File: config.mk
export PLATFORM = sky130hd
export DESIGN_NAME = xoshiro_prng_buffered
export DESIGN_NICKNAME = d
export VERILOG_FILES = /design/src/rtl/xoshiro_pkg.sv /design/src/rtl/xoshiro_core.sv /design/src/rtl/xoshiro_prng_buffered.sv
export SDC_FILE = /design/constraint.sdc
export NUM_CORES = 1
export LEC_CHECK = 0
export ABC_AREA = 1
export CAP_MARGIN = 10
export CORE_MARGIN = 2
export CORE_UTILIZATION = 30
export DETAILED_ROUTE_END_ITERATION = 12
export HOLD_SLACK_MARGIN = 0.06
export PLACE_DENSITY = 0.48
export SLEW_MARGIN = 10
export SYNTH_ARGS = -nofsm -noshare
export SYNTH_HDL_FRONTEND = slang
export SYNTH_SLANG_ARGS = --single-unit
File: constraint.sdc
create_clock -name clk -period 11.1 [get_ports clk]
set_input_delay 3.33 -clock clk [delete_from_list [all_inputs] [get_ports clk]]
set_output_delay 3.33 -clock clk [all_outputs]
set_load 0.01 [all_outputs]
File: src/rtl/xoshiro_pkg.sv
// Shared constants and helpers for the xoshiro128/xoshiro256 generator family.
// Index 0 selects the 32-bit word set and index 1 the 64-bit word set.
package xoshiro_pkg;

   localparam int SCR_PP = 0;
   localparam int SCR_SS = 1;

   localparam int unsigned ROT_A [2] = '{7, 23};
   localparam int unsigned SHL_B [2] = '{9, 17};
   localparam int unsigned ROT_C [2] = '{11, 45};

   localparam logic [31:0] SEED0_DEF = 32'h0D1929D2;
   localparam logic [31:0] SEED1_DEF = 32'h491DFB74;
   localparam logic [31:0] SEED2_DEF = 32'h473E5E7D;
   localparam logic [31:0] SEED3_DEF = 32'hD6CA8A07;

   function automatic int unsigned width_idx(input int unsigned w);
      return (w == 64) ? 1 : 0;
   endfunction

   // Rotate within a w-bit word (32 or 64), carried in a 64-bit container.
   function automatic logic [63:0] rotl(input logic [63:0] x, input int unsigned k,
                                        input int unsigned w);
      logic [31:0] lo;
      lo = x[31:0];
      if (w == 64)
         return (x << k) | (x >> (64 - k));
      return {32'h0, (lo << k) | (lo >> (32 - k))};
   endfunction

endpackage

File: src/rtl/xoshiro_core.sv
// Combinational xoshiro step: scrambled output of the current state plus the next state.
// Holds no registers; the top level owns the state.
module xoshiro_core import xoshiro_pkg::*; #(
   parameter int WIDTH     = 32,
   parameter int SCRAMBLER = SCR_PP
) (
   input  logic [WIDTH-1:0] s0,
   input  logic [WIDTH-1:0] s1,
   input  logic [WIDTH-1:0] s2,
   input  logic [WIDTH-1:0] s3,
   output logic [WIDTH-1:0] n0,
   output logic [WIDTH-1:0] n1,
   output logic [WIDTH-1:0] n2,
   output logic [WIDTH-1:0] n3,
   output logic [WIDTH-1:0] result
);

   localparam int unsigned WI = width_idx(WIDTH);
   localparam int unsigned A  = ROT_A[WI];
   localparam int unsigned B  = SHL_B[WI];
   localparam int unsigned C  = ROT_C[WI];
   localparam logic [WIDTH-1:0] MUL5 = WIDTH'(5);
   localparam logic [WIDTH-1:0] MUL9 = WIDTH'(9);

   logic [WIDTH-1:0] t, a0, a1, a2, a3, rot;

   always_comb begin
      t  = s1 << B;
      a2 = s2 ^ s0;
      a3 = s3 ^ s1;
      a1 = s1 ^ a2;
      a0 = s0 ^ a3;
      n0 = a0;
      n1 = a1;
      n2 = a2 ^ t;
      n3 = WIDTH'(rotl(64'(a3), C, WIDTH));
   end

   always_comb begin
      rot    = '0;
      result = '0;
      if (SCRAMBLER == SCR_SS) begin
         rot    = WIDTH'(rotl(64'(s1 * MUL5), 7, WIDTH));
         result = rot * MUL9;
      end else begin
         rot    = WIDTH'(rotl(64'(s0 + s3), A, WIDTH));
         result = rot + s0;
      end
   end

endmodule

File: src/rtl/xoshiro_prng_buffered.sv
// Buffered xoshiro PRNG: state registers with seed writes, plus an inline output FIFO
// refilled every cycle it has room; any seed write flushes buffered values.
module xoshiro_prng_buffered import xoshiro_pkg::*; #(
   parameter int          WIDTH     = 32,
   parameter int          DEPTH     = 4,
   parameter int          SCRAMBLER = SCR_PP,
   parameter logic [31:0] SEED0     = SEED0_DEF,
   parameter logic [31:0] SEED1     = SEED1_DEF,
   parameter logic [31:0] SEED2     = SEED2_DEF,
   parameter logic [31:0] SEED3     = SEED3_DEF
) (
   input  logic                     clk,
   input  logic                     rst,
   input  logic                     write,
   input  logic [1:0]               write_addr,
   input  logic [WIDTH-1:0]         write_data,
   output logic [WIDTH-1:0]         rnd,
   output logic                     rnd_valid,
   input  logic                     rnd_ready,
   output logic [$clog2(DEPTH):0]   level,
   output logic                     seed_err
);

   localparam int PW = $clog2(DEPTH);
   localparam int LW = PW + 1;
   localparam logic [LW-1:0] FULL_LVL = LW'(DEPTH);

   logic [WIDTH-1:0] s   [4];
   logic [WIDTH-1:0] w_s [4];
   logic [WIDTH-1:0] n0, n1, n2, n3, result;
   logic [WIDTH-1:0] mem [DEPTH];
   logic [PW-1:0]    wr_ptr, rd_ptr;
   logic             pop, full, gen, state_zero;

   xoshiro_core #(.WIDTH(WIDTH), .SCRAMBLER(SCRAMBLER)) u_core (
      .s0(s[0]), .s1(s[1]), .s2(s[2]), .s3(s[3]),
      .n0(n0), .n1(n1), .n2(n2), .n3(n3),
      .result(result)
   );

   assign rnd_valid = (level != '0);
   assign rnd       = rnd_valid ? mem[rd_ptr] : '0;
   assign pop       = rnd_valid & rnd_ready;
   assign full      = (level == FULL_LVL);
   assign gen       = !write && (!full || pop) && !seed_err;

   // State as it will look after this cycle's write; seed_err is judged on that.
   always_comb begin
      for (int unsigned i = 0; i < 4; i++)
         w_s[i] = (write_addr == 2'(i)) ? write_data : s[i];
      state_zero = ~|(w_s[0] | w_s[1] | w_s[2] | w_s[3]);
   end

   always_ff @(posedge clk or posedge rst) begin
      if (rst) begin
         s[0]     <= WIDTH'(SEED0);
         s[1]     <= WIDTH'(SEED1);
         s[2]     <= WIDTH'(SEED2);
         s[3]     <= WIDTH'(SEED3);
         seed_err <= 1'b0;
      end else if (write) begin
         for (int unsigned i = 0; i < 4; i++)
            s[i] <= w_s[i];
         seed_err <= state_zero;
      end else if (gen) begin
         s[0] <= n0;
         s[1] <= n1;
         s[2] <= n2;
         s[3] <= n3;
      end
   end

   always_ff @(posedge clk) begin
      if (gen)
         mem[wr_ptr] <= result;
   end

   always_ff @(posedge clk or posedge rst) begin
      if (rst) begin
         wr_ptr <= '0;
         rd_ptr <= '0;
         level  <= '0;
      end else if (write) begin
         wr_ptr <= '0;
         rd_ptr <= '0;
         level  <= '0;
      end else begin
         if (gen) wr_ptr <= wr_ptr + PW'(1);
         if (pop) rd_ptr <= rd_ptr + PW'(1);
         if (gen && !pop)
            level <= level + LW'(1);
         else if (pop && !gen)
            level <= level - LW'(1);
      end
   end

endmodule

# --- After elaboration in Yosys (flattened, before gate mapping) ---
# Memory sizes are Yosys's and may differ from the RTL's.
# Cells that the tools add are included.
totals:
  reg_bits: 136
  mem_bits_rw: 128
  out_inout_bits: 37
  word_cells: 63
  n_memories: 1
op_classes:
  addsub: 6
  n_eq_ne: 4
  muxes: 16
  bitwise_logic: 11
  n_reduce_logical: 17
mem_list:
  columns: ["name", "words", "width", "read_ports", "rd_clocked_by_memory_dff", "write_ports", "line_no", "rtl"]
  rows:
  - ["mem", 4, 32, 1, 0, 1, "xoshiro_prng_buffered.sv:31", "logic [WIDTH-1:0] mem [DEPTH];"]
op_table:
  columns: ["cell", "n"]
  rows:
  - ["$mux 128", 2]
  - ["$mux 32", 5]
  - ["$xor 32x32->32", 5]
  - ["$or 32x32->32", 3]
  - ["$add 32x32->32", 2]
  - ["$or 32x11->32", 1]
  - ["$or 32x7->32", 1]
  - ["$reduce_or 32->1", 1]
  - ["$mux 3", 3]
  - ["$mux 2", 4]
  - ["$logic_not 1->1", 6]
  - ["$reduce_bool 3->1", 2]
  - ["$add 2x1->2 const B", 2]
  - ["$eq 2x2->1 const B", 2]
  - ["$logic_and 1x1->1", 4]
  - ["$reduce_bool 2->1", 2]
  - ["$add 3x1->3 const B", 1]
  - ["$eq 3x3->1 const B", 1]
  - ["$sub 3x1->3 const B", 1]
  - ["$eq 2x1->1 const B", 1]
  - ["$logic_not 2->1", 1]
  - ["$mux 1", 2]
  - ["$and 1x1->1", 1]
  - ["$logic_or 1x1->1", 1]

# --- Logic depth before layout (Yosys ltp) ---
# Gate-level depths: netlist of the first run.
logic_depth:
  ltp_word: 10
  depth_mapped: 23
  depth_no_buf: 23

# --- Cells and area by module ---
# From an unflattened synthesis of the first run, not the netlist that was laid out.
unflattened:
  hier_cells: 2487
  area_unflattened_um2: 18661.6
by_module_without_submodules:
  columns: ["mod", "instances", "cells_per_inst", "area_per_inst_um2", "seq_area_each_um2"]
  rows:
  - ["xoshiro_prng_buffered", 1, 1510, 13135.1, 7329.5]
  - ["xoshiro_core", 1, 977, 5526.6, 0.0]

# --- Worst setup path before layout of the first run ---
# Ideal clock, no wire load.
synth_path:
  path_type: "input -> register"
  from: "input port write"
  to: "memory mem[0][0] (enable)"
  setup_time_ps: 421
  arrival_time_ps: 5207
  required_time_ps: 10679
  slack_ps: 5472
  stages: 5
  path_cell_list: "nor2_1 -> nand2_1 -> buf_2 -> buf_1 -> nor2_1"
synth_between:
  elab_chain_len: 5
synth_lines:
  columns: ["item", "line_no", "rtl"]
  rows:
  - ["start, declared", "xoshiro_prng_buffered.sv:14", "input logic write,"]
  - ["$logic_not 1->1", "xoshiro_prng_buffered.sv:45", "assign gen = !write && (!full || pop) && !seed_err;"]
  - ["$logic_and 1x1->1 (2 in series)", "xoshiro_prng_buffered.sv:45", null]
  - ["$mux 1", "xoshiro_prng_buffered.sv:74", "if (gen)"]
  - ["$mux 1 (implied by the code)", "xoshiro_prng_buffered.sv:75", "mem[wr_ptr] <= result;"]
  - ["end, declared", "xoshiro_prng_buffered.sv:31", null]
# Every way passes these cells.

# --- Worst setup path after layout of the first run ---
layout_path:
  from: "register rd_ptr[1]"
  to: "output port rnd[0]"
layout_between:
  elab_chain_len: 2
layout_lines:
  columns: ["item", "line_no", "rtl"]
  rows:
  - ["start, declared", "xoshiro_prng_buffered.sv:32", "logic [PW-1:0] wr_ptr, rd_ptr;"]
  - ["start signal, assigned", "xoshiro_prng_buffered.sv:89", "if (pop) rd_ptr <= rd_ptr + PW'(1);"]
  - ["$mem_v2 4x32", null, null]
  - ["$mux 32", "xoshiro_prng_buffered.sv:42", "assign rnd = rnd_valid ? mem[rd_ptr] : '0;"]
  - ["end, declared", "xoshiro_prng_buffered.sv:17", "output logic [WIDTH-1:0] rnd,"]
# Every way passes these cells.

==> impl_results.rst, run 1 <==
.. list-table::
   :header-rows: 1

   * - Metric
     - Value
   * - Status
     - finished, final reports clean
   * - Timing-limited maximum frequency
     - 0.154 GHz
   * - Async set-reset flop share out of synthesis
     - between 50% and 60%
   * - Number of global-route vias before repair
     - 15800
   * - Sequential cell area fraction in the yosys report
     - between 40% and 50%
   * - Root buffer cell
     - clkbuf_16
   * - Overall routed net length
     - between 60000 and 70000 um
   * - Insertion delay to the later sink of the worst-skew pair
     - 550 ps
   * - Distinct cells, synth
     - 38
   * - CTS sink cnt
     - between 200 and 300
   * - Highest net fanout along the worst path
     - 33
   * - GP Congestion
     - 0.940
   * - Post-synthesis average cell area
     - roughly 7.6 um2
   * - Placement Rows
     - 89
   * - Post_cts resized
     - 0
   * - Met1 capacity usage during global routing
     - roughly a third
   * - Clock-pin slew on the worst setup and hold paths
     - around 60 ps
   * - Minimum period implied by the final worst setup slack
     - 6480 ps
   * - Ports placed on the boundary
     - 75
   * - Count of yosys warnings during synthesis
     - 0
   * - Max-cap check violation count
     - 0
   * - Number of enable-type register cells in the synthesized netlist
     - about 130
   * - Number of buffers added to fix hold violations after cts
     - 0
   * - DRC marker count from the first detailed-route iteration
     - between 1000 and 1500
   * - Worst clock skew on the final layout
     - 20.4 ps
   * - Number of CTS-inserted buffers
     - 34
   * - Clock tree from TritonCTS
     - built
   * - R2R Setup Slk
     - 6620 ps
   * - Cell with the most instances after synthesis
     - nand2_1
   * - Number of antenna violations at the first check in global routing
     - 0
   * - Htree depth
     - 2
   * - Main area contributors after synthesis
     - edfxtp_1, nand2_1, dfrtp_1
   * - Total number of vias
     - 16600
   * - Wire length of the first global-routing pass
     - around 100000 um
   * - Register bit count reported by yosys
     - ~260
   * - Post-route DRC
     - 0
   * - Classification of the worst-slack hold path
     - flip-flop to flip-flop
   * - Top_reg_cell synth
     - edfxtp_1
   * - CP startpoint kind
     - flip-flop
   * - Syn Inst Count
     - roughly 2400
   * - Core area
     - 0.0590 mm2
   * - Pre-antenna DRT Iters
     - 6
   * - Met3 track utilization from global routing
     - under 10%
   * - Transition time of the tightest slew-check pin
     - 1030 ps
   * - Met2 Use GR
     - between 30% and 40%
   * - Setup TNS
     - 0 ps
   * - Setup repair after global routing missed its margin
     - no
   * - Total standard cell area after synthesis
     - 0.0179 mm2
   * - Crit path required time
     - 7770 ps
   * - Final setup fails
     - 0
   * - Final-stage net count
     - roughly 2500
   * - Pin count of the biggest net entering global routing
     - 87
   * - DR vias/cell
     - 5.17
   * - Area grow syn2layout
     - 14.6%
   * - Most utilized layer in the global route result
     - met2
   * - Full die area
     - ~0.062 mm2
   * - Maximum root-to-sink buffer count
     - 3
   * - Number of nets in the synthesized netlist
     - ~2500
   * - Share of final-layout standard cells stronger than drive strength 1
     - about 6%
   * - Quantity of I/O buffers inserted on ports
     - 74
   * - Placed wire-length estimate after detailed placement
     - 51100 um
   * - Diodes inserted
     - 0
   * - Share of Yosys cell area claimed by the top area cell type
     - between 20% and 30%
   * - Post-CTS Setup Inserts
     - 0
   * - Relative slew slack
     - a little under a third
   * - Vert. Die Dim
     - 248 um
   * - Post-detailed-route wirelength per cell
     - approximately 21 um
   * - Number of endpoints with negative hold slack in the final report
     - 0
   * - Most instantiated cells after synthesis
     - nand2_1, nor2_1, inv_1
   * - Initial cell density of the core
     - between 30% and 40%
   * - Pins over their slew limit
     - 0
   * - Overall routing resource usage
     - roughly 22%
   * - Arrival time at the worst endpoint
     - 3150 ps
   * - DIE WIDTH
     - 248 um
   * - Element type at the critical path end
     - output pin
   * - Cell accounting for the most synthesized area
     - edfxtp_1
   * - Fraction of the cycle the final worst path needs
     - approximately three fifths
   * - Grt total ovfl
     - 0
   * - Critical path start-end classification
     - flip-flop to output pin
   * - Antenna-violating nets left
     - 0
==> path summary, 6_finish.rpt <==
kind	from	end	cells past startpoint
min in group asynchronous	rst	s[101]	2
max in group asynchronous	rst	rd_ptr[0]	3
hold reg to reg	s[38]	s[38]	2
setup / recovery	rd_ptr[1]	rnd[0]	7
hold / removal	s[38]	s[38]	2
setup reg to reg	s[96]	mem[1][19]	20
==> sequential cells by signal, summed over array words and instances (netlist names) <==
register / flops
mem: 128
s: 128
level: 3
rd_ptr: 2
wr_ptr: 2
seed_err: 1
==> area by class of cell <==
class | instances | area (um2)
Fill cell | 6285 | 38500
Clock inverter | 15 | 140
Tap cell | 773 | 967
Timing Repair Buffer | 95 | 896
Multi-Input combinational cell | 1794 | 9420
Sequential cell | 264 | 7330
Clock buffer | 45 | 912
Inverter | 219 | 827
==> layout by cell type (no fill, tap or decap), types with 26 or more instances in the layout <==
cell type        count
inv_1              213
o21ai_0            199
clkdlybuf4s50_1     73
nand3_1            113
nand2_1            624
clkbuf_16           34
xnor2_1             75
ha_1                66
mux2i_1             30
o21ai_1             26
xor2_1              80
edfxtp_1           128
dfstp_2             66
dfrtp_1             69
nor2_1             317
o221ai_1            33
a21oi_1            127
==> cells by family (layout without fill, tap and decap cells) <==
family                   Yosys count  in the layout  share of synthesized area [%]
XOR/XNOR                         155            155                           7.59
multiplexers                      30             30                           1.68
adder cells (fa/ha/maj)           69             69                           4.95
flip-flops                       264            264                           41.0
AO/OA/AOI/OAI                    443            443                           14.0
AND/OR/NAND/NOR                 1097           1097                           24.3
buffers and inverters            306            374                           6.57
==> per-layer routing <==
layer	vias up	routed length (um)
li1	7913	-
met1	7994	31700
met2	588	29900
met3	81	4450
met4	0	1680
met5	-	0
==> critical path, stage by stage (launching register included) <==
cell and delay (ps):
dfrtp_1 320, buf_4 390, clkinv_1 410, buf_4 370, nor2_1 130, o21ai_0 90
a21oi_1 260, clkdlybuf4s50_1 590
==> through the flow <==
step / cell area [um2] / hold WS, ps / cells / utilization [%] / setup WS [ps]
finish: 20500 / 533 / 3205 / 34.7 / 4620
global route: 20500 / 542 / 3205 / 34.7 / 4420
CTS: 20500 / 530 / 3205 / 34.7 / 4570
detailed placement: 19400 / 519 / 3145 / 32.9 / 4450
global placement: 19400 / 522 / 3145 / 32.9 / 4560
floorplan: 17900 / 490 / 2364 / - / 4240
Power of run 1 is left out: the tool's default activity adds up to more than one toggle a clock period on the data nets, which glitch-free logic cannot reach.
==> run 2: changes to the inputs <==
clock period = 6.7 ns   (was 11.1 ns; I/O delays follow)
==> run 2 against run 1 <==
Count of clock-buffer cells in the layout increased by 7. First-iteration DRC count decreased by 11%. Setup slack got worse by 3100 ps. Final area about the same. Critical endpoint is now rnd[7].
==> impl_results.rst, run 2 (synthesized netlist as in run 1, its figures left out) <==
.. list-table::
   :header-rows: 1

   * - Metric
     - Value
   * - Quantity of I/O buffers inserted on ports
     - 74 (unchanged)
   * - Overall routing resource usage
     - 22.7% (+0.51 points)
   * - DRC marker count from the first detailed-route iteration
     - 1234 (-11%)
   * - Met1 capacity usage during global routing
     - 30.4% (-1.3 points)
   * - CTS sink cnt
     - 264 (unchanged)
   * - Arrival time at the worst endpoint
     - 3180 ps (+30 ps)
   * - Post-detailed-route wirelength per cell
     - 21.6 um (+2.2%)
   * - Classification of the worst-slack hold path
     - flip-flop to flip-flop
   * - Highest net fanout along the worst path
     - 33 (unchanged)
   * - Root buffer cell
     - clkbuf_16
   * - Antenna-violating nets left
     - 0 (unchanged)
   * - Met3 track utilization from global routing
     - 4.35% (+1.1 points)
   * - Pin count of the biggest net entering global routing
     - 66 (-24%)
   * - Layout fillers
     - 6247 (-0.60%)
   * - CP startpoint kind
     - flip-flop
   * - Footprint of the multi-input gates
     - 0.00942 mm2 (unchanged)
   * - Overall routed net length
     - 69200 um (+2.2%)
   * - Wire length of the first global-routing pass
     - 103000 um (+1.4%)
   * - Post-route DRC
     - 0 (unchanged)
   * - Non-filler cells in the finished layout
     - 3203 (-0.062%)
   * - Setup TNS
     - 0 ps (unchanged)
   * - Number of buffers added to fix hold violations after cts
     - 0 (unchanged)
   * - Placement Rows
     - 89 (unchanged)
   * - Final cell area excluding filler cells
     - 0.0205 mm2 (about the same)
   * - DR vias/cell
     - 5.17 (about the same)
   * - Timing-limited maximum frequency
     - approximately 0.19 GHz
   * - Clock-pin slew on the worst setup and hold paths
     - 60 ps (about the same)
   * - Post-CTS Setup Inserts
     - 0 (unchanged)
   * - DIE WIDTH
     - 248 um (unchanged)
   * - Area grow syn2layout
     - 14.7% (about the same)
   * - Number of global-route vias before repair
     - 16200 (+2.5%)
   * - Highest-count cells in the layout ignoring fill and taps
     - nand2_1, nor2_1, inv_1, o21ai_0, edfxtp_1
   * - Max-cap check violation count
     - 0 (unchanged)
   * - Transition time of the tightest slew-check pin
     - 1110 ps (+79.0 ps)
   * - Maximum root-to-sink buffer count
     - 3 (unchanged)
   * - Critical path start-end classification
     - flip-flop to output pin
   * - Number of antenna violations at the first check in global routing
     - 1 (+1)
   * - Minimum period implied by the final worst setup slack
     - 5190 ps
   * - Diodes inserted
     - 0 (unchanged)
   * - Final-stage net count
     - 2513 (-0.080%)
   * - Number of CTS-inserted buffers
     - 34 (unchanged)
   * - Insertion delay to the later sink of the worst-skew pair
     - 570 ps (+20 ps)
   * - Grt total ovfl
     - 0 (unchanged)
   * - GP Congestion
     - 0.958 (+1.9%)
   * - Post_cts resized
     - 0 (unchanged)
   * - Initial cell density of the core
     - 30.3% (unchanged)
   * - Final setup fails
     - 0 (unchanged)
   * - Instance area at placement
     - 0.0194 mm2 (about the same)
   * - Pre-antenna DRT Iters
     - 5 (-1)
   * - Leading cell type in the layout, fill and taps excluded
     - nand2_1
   * - Core area
     - 0.0590 mm2 (unchanged)
   * - Hold slack final
     - 530 ps (-3.60 ps)
   * - Ports placed on the boundary
     - 75 (unchanged)
   * - Met2 Use GR
     - 35.7% (+0.95 points)
   * - Worst clock skew on the final layout
     - 40.5 ps (+20.1 ps)
   * - Status
     - finished, final reports clean
   * - Share of final-layout standard cells stronger than drive strength 1
     - 6.21% (+0.046 points)
   * - Most utilized layer in the global route result
     - met2
   * - FF+latch area
     - 0.00733 mm2 (unchanged)
   * - Element type at the critical path end
     - output pin
   * - Crit path required time
     - 4690 ps (-3080 ps)
   * - Placed wire-length estimate after detailed placement
     - 53200 um (+4.1%)
   * - Vert. Die Dim
     - 248 um (unchanged)
   * - Placed Cells
     - 3143 (-0.064%)
   * - Fraction of the cycle the final worst path needs
     - 77.4%
   * - Setup repair after global routing missed its margin
     - no
   * - Full die area
     - 0.0616 mm2 (unchanged)
   * - Largest registers
     - mem x128, s x128, level x3
   * - Number of endpoints with negative hold slack in the final report
     - 0 (unchanged)
   * - Relative slew slack
     - 26.0% (-5.4 points)
   * - Total number of vias
     - 16600 (-0.072%)
   * - Pins over their slew limit
     - 0 (unchanged)
   * - Clock tree from TritonCTS
     - built
   * - Htree depth
     - 2 (unchanged)
==> run 2: cell count changes in the layout (fill, tap and decap cells not counted), sizes merged <==
cell	delta
clkinv	-3
clkbuf	+7
buf	-2
clkinvlp	-1
inv	-1
bufinv	-2
==> run 2: through the flow <==
stage          worst slack (ps)  util, %
2_1_floorplan              1160        -
4_1_cts                    1400     34.8
3_3_place_gp               1550     32.9
3_5_place_dp               1510     32.9
6_report                   1510     34.8
5_1_grt                    1170     34.8
==> run 2: routing by layer <==
layer  part of all wire (%)  vias up
li1                       -     7924
met1                     45     7953
met5                  0.019        -
met4                    4.4        2
met2                     44      549
met3                    7.3      136
==> run 2: final cells by class <==
cell class	instances	share of cell area, %
clock inverters	8	0.329
multi-input cells	1794	45.9
repair buffers	93	4.29
well taps	773	4.72
clock buffers	52	4.97
inverters	219	4.03
flip-flops and latches	264	35.7
==> run 2: path summary, 6_finish.rpt <==
| kind | cells after the start | endpoint | slack, ps | start |
|---|---|---|---|---|
| worst min register to register | 2 | s[37] | 530 | s[37] |
| max in group asynchronous | 3 | s[120] | 3730 | rst |
| min in group asynchronous | 2 | s[55] | 1930 | rst |
| worst max register to register | 18 | mem[3][19] | 2200 | s[104] |
| worst max-delay path | 7 | rnd[7] | 1510 | rd_ptr[1] |
| worst min-delay path | 2 | s[37] | 530 | s[37] |
==> run 2: critical path, stage by stage, from the launching register on <==
cell             delay, ps
dfrtp_1                320
buf_4                  380
clkinv_1               490
buf_4                  390
nor2_1                 120
o21ai_0                 80
a21oi_1                250
clkdlybuf4s50_1        580
Power of run 2 is left out for the same reason.
